### src/rtl/regfile_wr_arbiter_if.sv
`default_nettype none
// ============================================================================
//  Module      : regfile_wr_arbiter_if
//  Description : Bundle of requester-side and register-file-side signals of
//                the register-file write arbiter. The "master" modport is the
//                side that raises requests and consumes the write port; the
//                "slave" modport is the arbiter itself.
//  Revision    : 1.0 - initial release
// ============================================================================
interface regfile_wr_arbiter_if #(
    parameter int NUM_REQ = 4,
    parameter int ADDR_W  = 5,
    parameter int DATA_W  = 32
);
    // Requester side
    logic [NUM_REQ-1:0]        req;
    logic [NUM_REQ*ADDR_W-1:0] req_addr;
    logic [NUM_REQ*DATA_W-1:0] req_data;
    logic                      clear_start;
    logic [NUM_REQ-1:0]        gnt;

    // Register-file write port and status
    logic                      wr_en;
    logic [ADDR_W-1:0]         wr_sel;
    logic [DATA_W-1:0]         wr_data;
    logic                      busy;
    logic                      clear_done;

    modport master (
        output req,
        output req_addr,
        output req_data,
        output clear_start,
        input  gnt,
        input  wr_en,
        input  wr_sel,
        input  wr_data,
        input  busy,
        input  clear_done
    );

    modport slave (
        input  req,
        input  req_addr,
        input  req_data,
        input  clear_start,
        output gnt,
        output wr_en,
        output wr_sel,
        output wr_data,
        output busy,
        output clear_done
    );
endinterface
`default_nettype wire

### src/rtl/regfile_wr_arbiter.sv
`default_nettype none
// ============================================================================
//  Module      : regfile_wr_arbiter
//  Description : Owns the single register-file write port. Shares it
//                round-robin between NUM_REQ requesters and contains a clear
//                sequencer that zeroes r1..r(2**ADDR_W-1) on command.
//                All outputs are registered.
//  Build option: define REG0_PROTECT_EN to suppress wr_en for granted writes
//                targeting address 0 (grant and pointer advance still occur).
//  Revision    : 1.0 - initial release
// ============================================================================
module regfile_wr_arbiter #(
    parameter int NUM_REQ = 4,
    parameter int ADDR_W  = 5,
    parameter int DATA_W  = 32
) (
    input  wire                    clock,
    input  wire                    reset_n,
    regfile_wr_arbiter_if.slave    bus
);

    localparam int                PTR_W     = (NUM_REQ > 1) ? $clog2(NUM_REQ) : 1;
    localparam logic [ADDR_W-1:0] C_SEL_MAX = {ADDR_W{1'b1}};
    localparam logic [ADDR_W-1:0] C_SEL_ONE = ADDR_W'(1);
    localparam logic [PTR_W-1:0]  C_PTR_TOP = PTR_W'(NUM_REQ - 1);

    typedef enum logic [0:0] {
        ST_IDLE  = 1'b0,
        ST_CLEAR = 1'b1
    } state_t;

    // ------------------------------------------------------------------
    // Registered state and outputs
    // ------------------------------------------------------------------
    state_t              state_q,      state_d;
    logic [PTR_W-1:0]    ptr_q,        ptr_d;
    logic [NUM_REQ-1:0]  gnt_q,        gnt_d;
    logic                wr_en_q,      wr_en_d;
    logic [ADDR_W-1:0]   wr_sel_q,     wr_sel_d;
    logic [DATA_W-1:0]   wr_data_q,    wr_data_d;
    logic                busy_q,       busy_d;
    logic                clear_done_q, clear_done_d;

    // ------------------------------------------------------------------
    // Arbitration helpers
    // ------------------------------------------------------------------
    logic [ADDR_W-1:0]   req_addr_a [NUM_REQ];
    logic [DATA_W-1:0]   req_data_a [NUM_REQ];
    logic [NUM_REQ-1:0]  eligible;
    logic                found;
    logic [PTR_W-1:0]    grant_idx;
    int                  scan_idx;

    // Unpack the flat per-requester address/data buses into arrays.
    always_comb begin
        for (int i = 0; i < NUM_REQ; i++) begin
            req_addr_a[i] = bus.req_addr[i*ADDR_W +: ADDR_W];
            req_data_a[i] = bus.req_data[i*DATA_W +: DATA_W];
        end
    end

    // Round-robin pick: first eligible index at or after the pointer.
    // A requester granted at the previous edge is masked for one cycle so
    // it has time to drop req before it could be granted again.
    always_comb begin
        eligible  = bus.req & ~gnt_q;
        found     = 1'b0;
        grant_idx = '0;
        scan_idx  = 0;
        for (int k = 0; k < NUM_REQ; k++) begin
            scan_idx = int'(ptr_q) + k;
            if (scan_idx >= NUM_REQ) begin
                scan_idx = scan_idx - NUM_REQ;
            end
            if (!found && eligible[scan_idx]) begin
                found     = 1'b1;
                grant_idx = PTR_W'(scan_idx);
            end
        end
    end

    // Next-state and next-output logic for the IDLE/CLEAR controller.
    always_comb begin
        state_d      = state_q;
        ptr_d        = ptr_q;
        gnt_d        = '0;
        wr_en_d      = 1'b0;
        wr_sel_d     = wr_sel_q;
        wr_data_d    = wr_data_q;
        busy_d       = 1'b0;
        clear_done_d = 1'b0;

        unique case (state_q)
            ST_IDLE: begin
                if (bus.clear_start) begin
                    // Clear beats any simultaneous request; those stay pending.
                    state_d   = ST_CLEAR;
                    busy_d    = 1'b1;
                    wr_en_d   = 1'b1;
                    wr_sel_d  = C_SEL_ONE;
                    wr_data_d = '0;
                end
            end
            ST_CLEAR: begin
                if (wr_sel_q == C_SEL_MAX) begin
                    // Last register was written; hand the port back at this
                    // same edge so pending requests are served immediately.
                    state_d      = ST_IDLE;
                    clear_done_d = 1'b1;
                end else begin
                    busy_d    = 1'b1;
                    wr_en_d   = 1'b1;
                    wr_sel_d  = wr_sel_q + C_SEL_ONE;
                    wr_data_d = '0;
                end
            end
            default: begin
                state_d = ST_IDLE;
            end
        endcase

        // Arbitration runs whenever the next state is IDLE and no clear is
        // being started; during CLEAR req is ignored but remains pending.
        if ((state_d == ST_IDLE) && found) begin
            gnt_d[grant_idx] = 1'b1;
            wr_sel_d         = req_addr_a[grant_idx];
            wr_data_d        = req_data_a[grant_idx];
            ptr_d            = (grant_idx == C_PTR_TOP) ? '0 : grant_idx + PTR_W'(1);
`ifdef REG0_PROTECT_EN
            // r0 is hardwired zero: keep the grant but suppress the write.
            wr_en_d          = (req_addr_a[grant_idx] != '0);
`else
            wr_en_d          = 1'b1;
`endif
        end
    end

    // State and output registers; async reset abandons any clear in flight.
    always_ff @(posedge clock or negedge reset_n) begin
        if (!reset_n) begin
            state_q      <= ST_IDLE;
            ptr_q        <= '0;
            gnt_q        <= '0;
            wr_en_q      <= 1'b0;
            wr_sel_q     <= '0;
            wr_data_q    <= '0;
            busy_q       <= 1'b0;
            clear_done_q <= 1'b0;
        end else begin
            state_q      <= state_d;
            ptr_q        <= ptr_d;
            gnt_q        <= gnt_d;
            wr_en_q      <= wr_en_d;
            wr_sel_q     <= wr_sel_d;
            wr_data_q    <= wr_data_d;
            busy_q       <= busy_d;
            clear_done_q <= clear_done_d;
        end
    end

    assign bus.gnt        = gnt_q;
    assign bus.wr_en      = wr_en_q;
    assign bus.wr_sel     = wr_sel_q;
    assign bus.wr_data    = wr_data_q;
    assign bus.busy       = busy_q;
    assign bus.clear_done = clear_done_q;

endmodule
`default_nettype wire

### src/flat_wrapper.sv
// flat-port wrapper written by rule: the top's interface ports become plain ports
module regfile_wr_arbiter_flat 
#(
    parameter int NUM_REQ = 4,
    parameter int ADDR_W  = 5,
    parameter int DATA_W  = 32
)
  (clock, reset_n, bus_req, bus_req_addr, bus_req_data, bus_clear_start, bus_gnt, bus_wr_en, bus_wr_sel, bus_wr_data, bus_busy, bus_clear_done);
  regfile_wr_arbiter_if #(.NUM_REQ(NUM_REQ), .ADDR_W(ADDR_W), .DATA_W(DATA_W)) bus_i ();
  input  wire clock;
  input  wire reset_n;
  input wire logic [$bits(bus_i.req)-1:0] bus_req;
  input wire logic [$bits(bus_i.req_addr)-1:0] bus_req_addr;
  input wire logic [$bits(bus_i.req_data)-1:0] bus_req_data;
  input wire logic [$bits(bus_i.clear_start)-1:0] bus_clear_start;
  output wire logic [$bits(bus_i.gnt)-1:0] bus_gnt;
  output wire logic [$bits(bus_i.wr_en)-1:0] bus_wr_en;
  output wire logic [$bits(bus_i.wr_sel)-1:0] bus_wr_sel;
  output wire logic [$bits(bus_i.wr_data)-1:0] bus_wr_data;
  output wire logic [$bits(bus_i.busy)-1:0] bus_busy;
  output wire logic [$bits(bus_i.clear_done)-1:0] bus_clear_done;
  assign bus_i.req = bus_req;
  assign bus_i.req_addr = bus_req_addr;
  assign bus_i.req_data = bus_req_data;
  assign bus_i.clear_start = bus_clear_start;
  assign bus_gnt = bus_i.gnt;
  assign bus_wr_en = bus_i.wr_en;
  assign bus_wr_sel = bus_i.wr_sel;
  assign bus_wr_data = bus_i.wr_data;
  assign bus_busy = bus_i.busy;
  assign bus_clear_done = bus_i.clear_done;
  regfile_wr_arbiter #(.NUM_REQ(NUM_REQ), .ADDR_W(ADDR_W), .DATA_W(DATA_W)) u_core (.clock(clock), .reset_n(reset_n), .bus(bus_i));
endmodule
### config.mk
export PLATFORM = sky130hd
export DESIGN_NAME = regfile_wr_arbiter_flat
export DESIGN_NICKNAME = d
export VERILOG_FILES = /design/src/rtl/regfile_wr_arbiter_if.sv /design/src/rtl/regfile_wr_arbiter.sv /design/src/flat_wrapper.sv
export SDC_FILE = /design/constraint.sdc
export NUM_CORES = 1
export LEC_CHECK = 0
export CORE_MARGIN = 8
export CORE_UTILIZATION = 35
export DETAILED_ROUTE_END_ITERATION = 12
export GPL_ROUTABILITY_DRIVEN = 0
export PLACE_DENSITY_LB_ADDON = 0.12
export SLEW_MARGIN = 30
export SYNTH_ARGS = -nofsm -noshare
export SYNTH_HDL_FRONTEND = slang
export SYNTH_SLANG_ARGS = --single-unit
### constraint.sdc
create_clock -name clock -period 2.04 [get_ports clock]
set_input_delay 0.51 -clock clock [delete_from_list [all_inputs] [get_ports clock]]
set_output_delay 0.51 -clock clock [all_outputs]
set_load 0.03 [all_outputs]
==> flow_summary.toml, run 1 <==
[cts]
ctsHoldBuffers = 0
ctsLongestPathBuffers = 2
clk_latency_ns = 0.31
cts.sinks = 46
htree_levels = 2
clkTransAtPathRegs_ns = 0.10
numCtsBuffers = 5
cts_tree = "done"
cts-root-buf = "clkbuf_8"

[critical_path]
cp-end-kind = "flop"
critPathMaxFanout = 6
r2r_setup_slack_ns = 0.10
timing.rr.start = "u_core.bus.wr_sel[0]$_DFFE_PN0P_"
cp.arrival_ns = 2.18
startpoint_type = "input pin"
cp.required_ns = 2.24
crit_type = "in2reg"
crit_end = "u_core.ptr_q[1]$_DFFE_PN0P_"
critPathLaunch = "bus_req[3]"
reg2reg_to = "u_core.bus.wr_data[3]$_DFFE_PN0P_"
r2r_cells = 9

[power]
ir_drop_uv = 484
power.internal_mw = 3.98
p_sw_mw = 3.24
swShare_pct = 44.8
clkPwrFrac_pct = 10.2
powerDensity_nw_per_um2 = 1160
combPwrFrac_pct = 69.6
seqPwrFrac_pct = 20.2
leakage_nw = 2.55

[logic_synthesis]
synth_nets = 526
synth-seq-cells = 46
syn_area_per_cell_um2 = 9.33
ys_types = 45
yosysSeqAreaShare_pct = 33.8
synth_ff_type = "dfrtp_1"
synth_edf_count = 0
yosysTopAreaCell = "dfrtp_1"
yosysWarnings = 0
synthesis.area_um2 = 3410
yosysMostFrequentCell = "dfrtp_1"
yosys.area.top_type_share_pct = 33.8
synth_common_cells = "dfrtp_1 (46), mux2i_1 (38), nand2_1 (35), nand4_1 (35), o211ai_1 (35)"
synth_area_leaders = "dfrtp_1 (34%), mux2i_1 (11%), a211o_1 (8.5%), o211ai_1 (7.7%), o31ai_1 (7.5%)"
synthArstFlopShare_pct = 100
syn_inst = 365

[detailed_routing]
viasPerCell = 5.57
final_antenna_net_count = 0
wire_per_inst_um = 20.7
drtIter0Drc = 231
wl_um = 15000
dr.pass1.iters = 6
drc = 0
dr_total_vias = 4035

[timing]
slew_headroom_pct = 75.3
fin_crit_ns = 1.98
slew_violations = 0
skew_ns = 0.00898
period_share_pct = 97.2
setup_tns_ns = 0
setup_violations = 0
tightest_slew_ns = 0.369
hold_violations = 0
fmax_mhz = 504

[grt]
grt.total_usage_pct = 21.7
grt_pass1_vias = 4277
grt_pass1_wl_um = 22600
antenna_found_initial = 0
grt_max_degree = 47
grt.overflow.total = 0

[die]
die-area_um2 = 13100
row_count = 36
fp.dieW_um = 115
core_area_um2 = 9590
start_util_pct = 35.5
die_height_um = 115
ios = 199

[finish]
fillers = 816
final_core_util_pct = 65.0
antennaDiodeCount = 0
fin_nets = 751
drive_gt1_share_pct = 16.6
synthToLayoutAreaGrowth_pct = 83.0

[worst_hold_path]
hold_class = "in2async"

[status]
status = "finished, final reports clean"

[place]
port_buffers = 198
hpwl_um = 11000

[job]
drv_cap = 0
==> final cells by class <==
cell class / instances / area (um^2) / area share [%]
clock buffers: 5 / 68.8 / 1.10
clock inverters: 3 / 45.0 / 0.723
inverters: 5 / 23.8 / 0.381
multi-input cells: 274 / 2150 / 34.4
flip-flops and latches: 46 / 1150 / 18.5
well taps: 133 / 166 / 2.67
repair buffers: 258 / 2630 / 42.2
==> cell usage in the layout (no fill, tap or decap), types with 6 or more instances in the layout <==
cell / netlist / routed
nand2_1: 35 / 34
buf_12: 0 / 6
a211o_1: 33 / 33
nand4_1: 35 / 35
buf_6: 3 / 8
o31ai_1: 34 / 34
o211ai_1: 35 / 35
buf_4: 4 / 41
dfrtp_1: 46 / 44
mux2i_1: 38 / 33
clkdlybuf4s50_1: 0 / 191
==> metal layers <==
layer,global-route usage [%],share of wire (%),wire (um)
met1,24.4,40,5940
met2,38.0,49,7410
met3,6.17,9.0,1350
met4,7.81,2.2,327
met5,0,0,0
==> cells by family after synthesis <==
group | after synthesis | synth area share [%]
mux | 39 | 11.5
buf+inv | 45 | 6.43
fa+ha+maj | 6 | 2.20
flops | 46 | 33.8
simple gates | 104 | 17.3
compound gates | 125 | 28.8
==> worst min path at each step <==
| stage | from | endpoint | cells after the start |
|---|---|---|---|
| after floorplan | reset_n | u_core.bus.clear_done$_DFF_PN0_ | 0 |
| after global placement | u_core.bus.wr_data[10]$_DFFE_PN0P_ | u_core.bus.wr_data[10]$_DFFE_PN0P_ | 2 |
| after detailed placement | u_core.bus.wr_data[24]$_DFFE_PN0P_ | u_core.bus.wr_data[24]$_DFFE_PN0P_ | 2 |
| after CTS | reset_n | u_core.bus.clear_done$_DFF_PN0_ | 2 |
| after global routing | reset_n | u_core.bus.clear_done$_DFF_PN0_ | 2 |
| final | reset_n | u_core.bus.clear_done$_DFF_PN0_ | 2 |
==> metrics by stage <==
step | power [mW] | instances | instance area [um^2] | setup WS [ns] | hold slack [ns]
floorplan | 4.10 | 365 | 3440 | 0.00927 | 0.214
global placement | 5.91 | 703 | 5810 | -0.379 | 0.487
CTS | 6.95 | 717 | 6070 | 0.00576 | 0.176
global route | 7.62 | 724 | 6230 | -0.00832 | 0.179
finish | 7.22 | 724 | 6230 | 0.0575 | 0.155
detailed placement | 5.97 | 703 | 5810 | -0.398 | 0.494
==> sequential cells by signal (all words and copies together), names as in the netlist <==
| register | flops |
|---|---|
| u_core.bus.wr_en | 1 |
| u_core.state_q | 1 |
| u_core.bus.wr_data | 32 |
| u_core.bus.gnt | 4 |
| u_core.bus.wr_sel | 5 |
| u_core.ptr_q | 2 |
| u_core.bus.clear_done | 1 |
==> power by group through the flow <==
stage	clock network, mW	logic (mW)	registers, mW
5_1_grt	0.778	5.34	1.50
3_3_place_gp	0	4.46	1.45
6_report	0.734	5.03	1.46
4_1_cts	0.746	4.76	1.45
3_5_place_dp	0	4.51	1.46
2_1_floorplan	0	2.10	2.00
==> worst max-delay path, stage by stage <==
cell and delay [ns]:
clkdlybuf4s50_1 0.42, nor2b_2 0.18, o21ai_0 0.22, a21o_2 0.24, inv_1 0.08, ha_1 0.26, mux2_2 0.26
==> repair_timing <==
action	CTS	global route
buffers inserted	4	4
hold endpoints to repair	0	0
setup endpoints to repair	39	40
gates resized for setup	21	16
cloned	2	3
pin swaps	4	15
Note: power is estimated with default switching activity, not from simulation.
==> run 2: changes to the inputs <==
ABC_AREA = 1   (was default)
CORE_UTILIZATION = 37   (was 35)
==> run 2 against run 1 <==
The run now ends with negative setup slack left. Hold slack improved by 0.025 ns. Count of clock-buffer cells in the layout rose by 2. Power grew 77%. Routed wire length up 15%. Largest power group unchanged.
==> flow_summary.toml, run 2 <==
[power]
p_total_mw = 12.8
leakage_nw = 3.32
powerDensity_nw_per_um2 = 1770
ir_drop_uv = 915

[die]
ios = 199
core_area_um2 = 10200
die-area_um2 = 13900
start_util_pct = 37.6
row_count = 37
die_height_um = 118
fp.dieW_um = 118

[logic_synthesis]
synthArstFlopShare_pct = 100
synth_nets = 715
synth-seq-cells = 46
synth_area_leaders = "dfrtp_1 (30%), nand3_1 (22%), nand2_1 (18%), nand3_2 (9.4%), inv_1 (3.9%)"
yosysMostFrequentCell = "nand2_1"
synth_edf_count = 0
yosysSeqAreaShare_pct = 30.1
yosysWarnings = 0
syn_area_per_cell_um2 = 6.91
syn_inst = 554
synth_ff_type = "dfrtp_1"
synth_common_cells = "nand2_1 (184), nand3_1 (166), dfrtp_1 (46), inv_1 (40), nand3_2 (36)"
yosysTopAreaCell = "dfrtp_1"
yosys.area.top_type_share_pct = 30.1
synthesis.area_um2 = 3830
ys_types = 26

[critical_path]
crit_chain = "clkinv_4 > nand3_4 > nand3_2 > nand2_4 > nand3_1 > nand2_2 > nand2_1 > o21ai_4 > buf_6 > nand3_1 > nand3_1 > nand2_1"
reg2reg_to = "u_core.bus.wr_data[20]$_DFFE_PN0P_"
cp.required_ns = 2.23
slowest_delay_ns = 0.50
timing.rr.start = "u_core.ptr_q[0]$_DFFE_PN0P_"
startpoint_type = "flop"
critPathMaxFanout = 10
critPathLaunch = "u_core.ptr_q[0]$_DFFE_PN0P_"
crit_type = "reg2reg"
cp-end-kind = "flop"
crit_end = "u_core.bus.wr_data[20]$_DFFE_PN0P_"
r2r_cells = 12
cp_common_cell = "nand3_1"
r2r_setup_slack_ns = -0.11
slowest_stage = "dfrtp_2"
cp.arrival_ns = 2.34

[timing]
holdWs_ns = 0.180
setup_violations = 42
fmax_mhz = 465
fin_crit_ns = 2.15
hold_violations = 0
rsz0062_at_grt = "yes"
worst_slack_ns = -0.110
skew_ns = 0.00573
period_share_pct = 105
slew_violations = 0
slew_headroom_pct = 74.8
tightest_slew_ns = 0.377

[job]
drv_cap = 0

[grt]
antenna_found_initial = 1
grt.overflow.total = 0
grt_max_degree = 47
grt.total_usage_pct = 20.2
grt_pass1_vias = 4583
grt_pass1_wl_um = 23100

[finish]
drive_gt1_share_pct = 27.3
largest_reg_flops = 32
final_common_cell = "clkdlybuf4s50_1"
synthToLayoutAreaGrowth_pct = 88.9
mostFrequentLayoutCells = "clkdlybuf4s50_1 (193), nand2_1 (152), nand3_1 (116)"
fin_nets = 940

[cts]
clk_latency_ns = 0.30
cts-root-buf = "clkbuf_8"
clkTransAtPathRegs_ns = 0.09
numCtsBuffers = 5
cts.sinks = 46
ctsLongestPathBuffers = 2
cts_tree = "done"
htree_levels = 2

[worst_hold_path]
hold_class = "in2async"

[place]
hpwl_um = 11000
port_buffers = 198

[status]
status = "finished with violations"
violations = "negative setup slack"

[detailed_routing]
viasPerCell = 5.22
drtIter0Drc = 309
final_antenna_net_count = 0
wl_um = 17300
dr.pass1.iters = 4
drc = 0
wire_per_inst_um = 18.9
dr_total_vias = 4785
## run 2: cell types whose count changed in the layout (fill, tap and decap cells not counted), sizes merged, moves of 6 or more
cell    previous run  this run
a211o             33         0
o211ai            35         0
nand4             35         2
nand2             35       192
buf               58        48
nand3              1       202
nand2b             6         0
o31ai             35         0
inv                4        41
mux2i             38         0
clkbuf             8        21
## run 2: worst min path at each step
stage | end | depth (start not counted)
final | u_core.bus.wr_en$_DFF_PN0_ | 2
after global routing | u_core.bus.wr_sel[3]$_DFFE_PN0P_ | 2
after CTS | u_core.bus.wr_en$_DFF_PN0_ | 2
after detailed placement | u_core.bus.wr_data[15]$_DFFE_PN0P_ | 2
after global placement | u_core.bus.wr_data[26]$_DFFE_PN0P_ | 2
after floorplan | u_core.bus.clear_done$_DFF_PN0_ | 0
## run 2: final cells by class
type                            count  area (um^2)
Fill cell                         852         2960
Timing Repair Buffer              259         2950
Multi-Input combinational cell    423         2690
Sequential cell                    46         1150
Inverter                           44          183
Tap cell                          136          170
Clock buffer                        7         76.3
Antenna cell                        1         2.50
## run 2: cell families (layout without fill, tap and decap cells)
kind of cell / Yosys count / in the layout / synth area share [%]
AOI/OAI and AO/OA: 11 / 11 / 1.80
other: 0 / 1 / 0
adders and majority gates: 6 / 6 / 1.96
and+or+nand+nor: 405 / 405 / 52.5
DFF: 46 / 46 / 30.1
buffers and inverters: 85 / 310 / 13.4
xor gates and xnor gates: 1 / 1 / 0.229
## run 2: where the power goes
group          internal [mW]  switching (mW)  total (mW)
clock                  0.237           0.310       0.547
combinational           5.07            5.88        11.0
sequential              1.11           0.186        1.30
## run 2: repair_timing
action                                  in CTS  in global routing
cloned                                       2                 17
resized for setup                           26                116
hold buffers                                 0                  0
endpoints found under the setup margin      41                 43
pin swaps                                   10                 26
setup buffers                                6                 13
## run 2: layer usage
layer / part of all wire [%] / up-vias / track usage [%]
met5: 0.075 / - / 0
met4: 3.0 / 2 / 6.24
met2: 50 / 197 / 36.6
li1: - / 2275 / -
met1: 39 / 2271 / 21.4
met3: 7.4 / 40 / 7.29
## run 2: through the flow
step	util [%]	setup TNS, ns	std cells	area [um^2]	worst slack [ns]
2_1_floorplan	-	0	554	3830	0.0266
5_1_grt	71.0	-6.27	915	7230	-0.198
4_1_cts	61.7	0	887	6290	0.0134
3_5_place_dp	59.3	-16.98	872	6040	-0.466
6_report	71.0	-2.69	916	7230	-0.110
3_3_place_gp	59.3	-14.74	872	6040	-0.379
## run 2: worst max-delay path: cells and delay by family (launching register included)
family,cells,cell delay (ns)
AOI/OAI and AO/OA,1,0.14
buffers and inverters,2,0.37
DFF,1,0.50
and+or+nand+nor,9,1.03
==> run 3: changes to the inputs <==
CAP_MARGIN = 20   (was default)
==> results of run 3 <==
No change in the layout: final DEF, timing and power equal those of run 2.
